**src/rtl/ula_ctrl_fsm.sv**
```systemverilog
// Multicycle MIPS-style control unit producing the ULA operation code and datapath strobes.
// Optional ANDI_ORI_EN enables andi/ori decode with zero-extended immediates.
module ula_ctrl_fsm #(
  parameter int unsigned WAIT_MAX = 15
) (
  input  logic       clk,
  input  logic       rst_n,
  input  logic [5:0] op,
  input  logic [5:0] funct,
  input  logic       zero,
  input  logic       mem_ack,
  output logic [2:0] ula_control,
  output logic       ula_src_a,
  output logic [1:0] ula_src_b,
  output logic       imm_zext,
  output logic       ir_write,
  output logic       pc_write,
  output logic       reg_write,
  output logic [1:0] pc_src,
  output logic       reg_dst,
  output logic       mem_to_reg,
  output logic       iord,
  output logic       mem_req,
  output logic       mem_we,
  output logic       illegal,
  output logic       bus_err,
  output logic [3:0] state_dbg
);

  typedef enum logic [3:0] {
    StIdle   = 4'd0,
    StFetch  = 4'd1,
    StDecode = 4'd2,
    StMemAdr = 4'd3,
    StMemRd  = 4'd4,
    StMemWb  = 4'd5,
    StMemWr  = 4'd6,
    StExecR  = 4'd7,
    StRwb    = 4'd8,
    StExecI  = 4'd9,
    StIwb    = 4'd10,
    StBeq    = 4'd11,
    StJump   = 4'd12
  } state_e;

  localparam logic [7:0] WaitLast = 8'(WAIT_MAX - 1);

  state_e     state_q, state_d;
  logic [7:0] wait_q, wait_d;
  logic       bus_err_q, bus_err_d;
  logic       in_wait, timeout;

  assign in_wait   = (state_q == StFetch) || (state_q == StMemRd) || (state_q == StMemWr);
  // An ack in the last allowed cycle still completes the transfer.
  assign timeout   = in_wait && !mem_ack && (wait_q == WaitLast);
  assign bus_err   = bus_err_q;
  assign state_dbg = state_q;

  always_comb begin
    state_d     = state_q;
    bus_err_d   = bus_err_q;
    ula_control = 3'b010;
    ula_src_a   = 1'b0;
    ula_src_b   = 2'b00;
    imm_zext    = 1'b0;
    ir_write    = 1'b0;
    pc_write    = 1'b0;
    reg_write   = 1'b0;
    pc_src      = 2'b00;
    reg_dst     = 1'b0;
    mem_to_reg  = 1'b0;
    iord        = 1'b0;
    mem_req     = 1'b0;
    mem_we      = 1'b0;
    illegal     = 1'b0;

    case (state_q)
      StIdle: if (!bus_err_q) state_d = StFetch;
      StFetch: begin
        mem_req   = 1'b1;
        ula_src_b = 2'b01;
        if (mem_ack) begin
          ir_write = 1'b1;
          pc_write = 1'b1;
          state_d  = StDecode;
        end
      end
      StDecode: begin
        ula_src_b = 2'b11;
        case (op)
          6'b100011, 6'b101011: state_d = StMemAdr;
          6'b000000:            state_d = StExecR;
          6'b000100:            state_d = StBeq;
          6'b001000:            state_d = StExecI;
`ifdef ANDI_ORI_EN
          6'b001100, 6'b001101: state_d = StExecI;
`endif
          6'b000010:            state_d = StJump;
          default: begin
            illegal = 1'b1;
            state_d = StFetch;
          end
        endcase
      end
      StMemAdr: begin
        ula_src_a = 1'b1;
        ula_src_b = 2'b10;
        state_d   = (op == 6'b100011) ? StMemRd : StMemWr;
      end
      StMemRd: begin
        mem_req = 1'b1;
        iord    = 1'b1;
        if (mem_ack) state_d = StMemWb;
      end
      StMemWb: begin
        reg_write  = 1'b1;
        mem_to_reg = 1'b1;
        state_d    = StFetch;
      end
      StMemWr: begin
        mem_req = 1'b1;
        mem_we  = 1'b1;
        iord    = 1'b1;
        if (mem_ack) state_d = StFetch;
      end
      StExecR: begin
        ula_src_a = 1'b1;
        state_d   = StRwb;
        case (funct)
          6'b100000: ula_control = 3'b010;
          6'b100010: ula_control = 3'b110;
          6'b100100: ula_control = 3'b000;
          6'b100101: ula_control = 3'b001;
          6'b100111: ula_control = 3'b011;
          6'b101010: ula_control = 3'b111;
          default: begin
            illegal = 1'b1;
            state_d = StFetch;
          end
        endcase
      end
      StRwb: begin
        reg_write = 1'b1;
        reg_dst   = 1'b1;
        state_d   = StFetch;
      end
      StExecI: begin
        ula_src_a = 1'b1;
        ula_src_b = 2'b10;
`ifdef ANDI_ORI_EN
        if (op == 6'b001100) begin
          ula_control = 3'b000;
          imm_zext    = 1'b1;
        end else if (op == 6'b001101) begin
          ula_control = 3'b001;
          imm_zext    = 1'b1;
        end
`endif
        state_d = StIwb;
      end
      StIwb: begin
        reg_write = 1'b1;
        state_d   = StFetch;
      end
      StBeq: begin
        ula_src_a   = 1'b1;
        ula_control = 3'b110;
        pc_src      = 2'b01;
        pc_write    = zero;
        state_d     = StFetch;
      end
      StJump: begin
        pc_src   = 2'b10;
        pc_write = 1'b1;
        state_d  = StFetch;
      end
      default: state_d = StIdle;
    endcase

    if (timeout) begin
      state_d   = StIdle;
      bus_err_d = 1'b1;
    end
  end

  always_comb begin
    if (!in_wait || mem_ack || (state_d != state_q)) wait_d = 8'd0;
    else                                             wait_d = wait_q + 8'd1;
  end

  always_ff @(posedge clk or negedge rst_n) begin
    if (!rst_n) begin
      state_q   <= StIdle;
      wait_q    <= 8'd0;
      bus_err_q <= 1'b0;
    end else begin
      state_q   <= state_d;
      wait_q    <= wait_d;
      bus_err_q <= bus_err_d;
    end
  end

endmodule
```
**config.mk**
```make
export PLATFORM = sky130hd
export DESIGN_NAME = ula_ctrl_fsm
export DESIGN_NICKNAME = d
export VERILOG_FILES = /design/src/rtl/ula_ctrl_fsm.sv
export SDC_FILE = /design/constraint.sdc
export NUM_CORES = 1
export LEC_CHECK = 0
export CAP_MARGIN = 20
export CORE_MARGIN = 2
export CORE_UTILIZATION = 44
export DETAILED_ROUTE_END_ITERATION = 10
export GPL_TIMING_DRIVEN = 0
export PLACE_DENSITY = 0.87
export SLEW_MARGIN = 20
export SYNTH_ARGS = -nofsm -noshare
export SYNTH_HDL_FRONTEND = slang
export SYNTH_SLANG_ARGS = --single-unit
export TNS_END_PERCENT = 30
```
**constraint.sdc**
```tcl
create_clock -name clk -period 2.31 [get_ports clk]
set_clock_uncertainty 0.2 [all_clocks]
set_input_delay 0.462 -clock clk [delete_from_list [all_inputs] [get_ports clk]]
set_output_delay 0.462 -clock clk [all_outputs]
set_load 0.1 [all_outputs]
```
==> impl_metrics.env <==
export IMPL_status="finished with violations"
export IMPL_violations="setup timing"
export IMPL_cp_required_ps=1650
export IMPL_synth_area_leader_cell="dfrtp_1"
export IMPL_overflow=0
export IMPL_numCtsBuffers=3
export IMPL_root_buffer="clkbuf_4"
export IMPL_r2r_end="state_dbg[0]$_DFF_PN0_"
export IMPL_layout_setup_ws_ps=-282
export IMPL_cts_max_path_buffers=2
export IMPL_totalPowerFinal_mw=2.82
export IMPL_vdd_drop_max_mv=1.08
export IMPL_die_h_um=53.4
export IMPL_postSynthAreaPerCell_um2=8.33
export IMPL_holdPathStages=1
export IMPL_gr_usage_all_layers_pct=26.2
export IMPL_maxCapViolCount=0
export IMPL_h_tree_depth=1
export IMPL_core_area_mm2=0.00225
export IMPL_vias_per_cell=5.97
export IMPL_drt_iter0_drc=27
export IMPL_place_inst=194
export IMPL_leakage_nw=0.816
export IMPL_synthArstFlopShare_pct=100
export IMPL_path_clk_slew_ps=80
export IMPL_fp_dieW_um=53.4
export IMPL_wl_mm=4.08
export IMPL_arrival_ps=1930
export IMPL_syn_nets=147
export IMPL_pre_cts_ws_ps=-1460
export IMPL_tritoncts="yes"
export IMPL_worstSetupPathType="reg2out"
export IMPL_cts_hold_buf=0
export IMPL_drc=0
export IMPL_synthTopCellsByCount="18 x nor2_1, 13 x dfrtp_1, 9 x a21oi_1, 9 x nand2_1, 7 x nor3_1"
export IMPL_min_to="bus_err$_DFFE_PN0P_"
export IMPL_min_delay_start="bus_err$_DFFE_PN0P_"
export IMPL_synth_cell_types=48
export IMPL_antenna_found_initial=0
export IMPL_hp_class="reg2reg"
export IMPL_firstDrtPassIters=4
export IMPL_rsz0062_at_grt="true"
export IMPL_row_count=17
export IMPL_yosysMostFrequentCell="nor2_1"
export IMPL_port_buffers=37
export IMPL_nets=202
export IMPL_stdcell_area_mm2=0.00196
export IMPL_cp_max_fo=4
export IMPL_endpoint_kind="primary output"
export IMPL_vias=1260
export IMPL_cts_sink_count=13
export IMPL_rr_worst_depth=9
export IMPL_worst_pin_slew_ps=956
export IMPL_maxSlewViolCount=0
export IMPL_ys_ff_latch=13
export IMPL_placed_area_mm2=0.00166
export IMPL_clock_fmax_mhz=386
export IMPL_r2r_slack_ps=130
export IMPL_fin_crit_sh_pct=112
export IMPL_avgRoutedWirePerCell_um=19.3
export IMPL_die_area_mm2=0.00285
export IMPL_gp_congestion=0.844
export IMPL_reg2reg_from="state_dbg[0]$_DFF_PN0_"
export IMPL_seq_area_frac_synth_pct=30.3
export IMPL_grt_pass1_wl_mm=5.45
export IMPL_clk_latency_ps=270
export IMPL_ant_nets=0
export IMPL_tns_ps=-1460
export IMPL_syn_inst=129
export IMPL_layout_min_cycle_time_ps=2590
export IMPL_ios=39
export IMPL_hold_viol=0
export IMPL_max_slew_margin_rel_pct=36.6
export IMPL_area_growth_pct=82.8
export IMPL_netlist_area_mm2=0.00107
export IMPL_fin_cells=211
export IMPL_synth_top_cells_by_area="dfrtp_1 30%, nor2_1 6.3%, a21oi_1 4.2%"
export IMPL_grt_pass1_vias=1135
export IMPL_ys_warn_count=0
export IMPL_power_density_mw_per_mm2=1440
export IMPL_nFillCells=103
export IMPL_dpl_hpwl_mm=2.29
export IMPL_start_kind="flop"
export IMPL_setup_viol=10
export IMPL_post_route_cells_drive_above_1_share_pct=48.6
export IMPL_synth_top_area_share_pct=30.3
export IMPL_antenna_cells=0
export IMPL_synth_edf_count=0
export IMPL_grt_max_degree=14
export IMPL_start_util_pct=47.7
export IMPL_synth_top_flop_cell="dfrtp_1"
[kinds of logic after synthesis]
logic type / count (synthesis) / share of synthesized area [%]
AO/OA/AOI/OAI: 30 / 19.8
flip-flops: 13 / 30.3
adder cells (fa/ha/maj): 2 / 2.33
multiplexers: 1 / 0.931
AND/OR/NAND/NOR: 63 / 34.8
buffers and inverters: 13 / 6.63
other: 1 / 0.349
XOR/XNOR: 6 / 4.89
[metrics by stage]
| stage | hold slack [ps] | utilization, % |
|---|---|---|
| after global placement | 284 | 73.6 |
| final | 306 | 87.1 |
| after CTS | 307 | 78.2 |
| after global routing | 342 | 87.1 |
| after detailed placement | 294 | 73.6 |
| after floorplan | -33.6 | - |
[worst max-delay path: stages (launching register included)]
cell and delay (ps):
dfrtp_4 490, buf_8 130, nand2b_4 140, or3_4 390, nor3_4 180, a21oi_2 80, clkinvlp_4 90, buf_12 160
[worst max-delay path by stage]
stage / start / endpoint / cells past startpoint
3_3_place_gp: op[0] / illegal / 7
5_1_grt: state_dbg[0]$_DFF_PN0_ / illegal / 7
3_5_place_dp: op[0] / illegal / 7
6_report: state_dbg[0]$_DFF_PN0_ / illegal / 7
4_1_cts: state_dbg[0]$_DFF_PN0_ / illegal / 7
2_1_floorplan: state_dbg[0]$_DFF_PN0_ / pc_write / 4
[layout make-up]
class / count / area [um2] / area share [%]
multi-input combinational: 103 / 881 / 44.8
timing repair buffer: 50 / 551 / 28.0
sequential: 13 / 340 / 17.3
buffer: 6 / 83.8 / 4.27
inverter: 7 / 46.3 / 2.36
tap: 28 / 35.0 / 1.78
clock buffer: 3 / 22.5 / 1.15
clock inverter: 1 / 5.00 / 0.255
[per-layer routing]
metal	wire length [um]	GRT usage [%]	share of wire [%]	vias to the layer above
met5	0	0	0	-
met3	220	5.37	5.4	11
met1	1600	31.8	39	620
met4	95	2.14	2.3	0
li1	-	-	-	577
met2	2170	48.6	53	52
[flip-flops by register name, summed over array words and instances, names as in the netlist]
name and flops:
wait_q 8, bus_err 1, state_dbg 4
[cells in the final DEF (no fill, tap or decap), types with 2 or more instances in the layout]
| cell | count |
|---|---|
| ha_1 | 2 |
| a211oi_1 | 3 |
| nand3b_1 | 2 |
| nor3_1 | 4 |
| nand4b_1 | 2 |
| nor2b_4 | 2 |
| a21oi_1 | 6 |
| nand2b_4 | 3 |
| inv_1 | 4 |
| buf_12 | 12 |
| nand2_2 | 2 |
| xor2_1 | 4 |
| clkbuf_4 | 4 |
| buf_4 | 14 |
| nor2_4 | 2 |
| o21ai_0 | 4 |
| nand2_1 | 6 |
| nor2_1 | 14 |
| buf_8 | 3 |
| or3_4 | 2 |
| dfrtp_4 | 4 |
| clkdlybuf4s50_1 | 6 |
| nand3_1 | 3 |
| nand2_4 | 2 |
| buf_2 | 3 |
| a21oi_2 | 3 |
| dfrtp_1 | 9 |
| xnor2_1 | 2 |
| nor2_2 | 3 |
| nor3_2 | 2 |
| buf_6 | 6 |
| dlygate4sd2_1 | 9 |
| nor3_4 | 3 |
[power by group]
group | internal [mW] | switching, mW
Clock | 0.0641 | 0.0742
Combinational | 0.863 | 1.47
Sequential | 0.284 | 0.0711
[what timing repair did]
item | in CTS | in global routing
cloned | 0 | 0
pin swaps | 5 | 9
gates resized for setup | 144 | 41
buffers inserted | 4 | 9
endpoints found under the hold margin | 0 | 0
setup endpoints to repair | 22 | 16
Power figures use the tool's default switching activity.
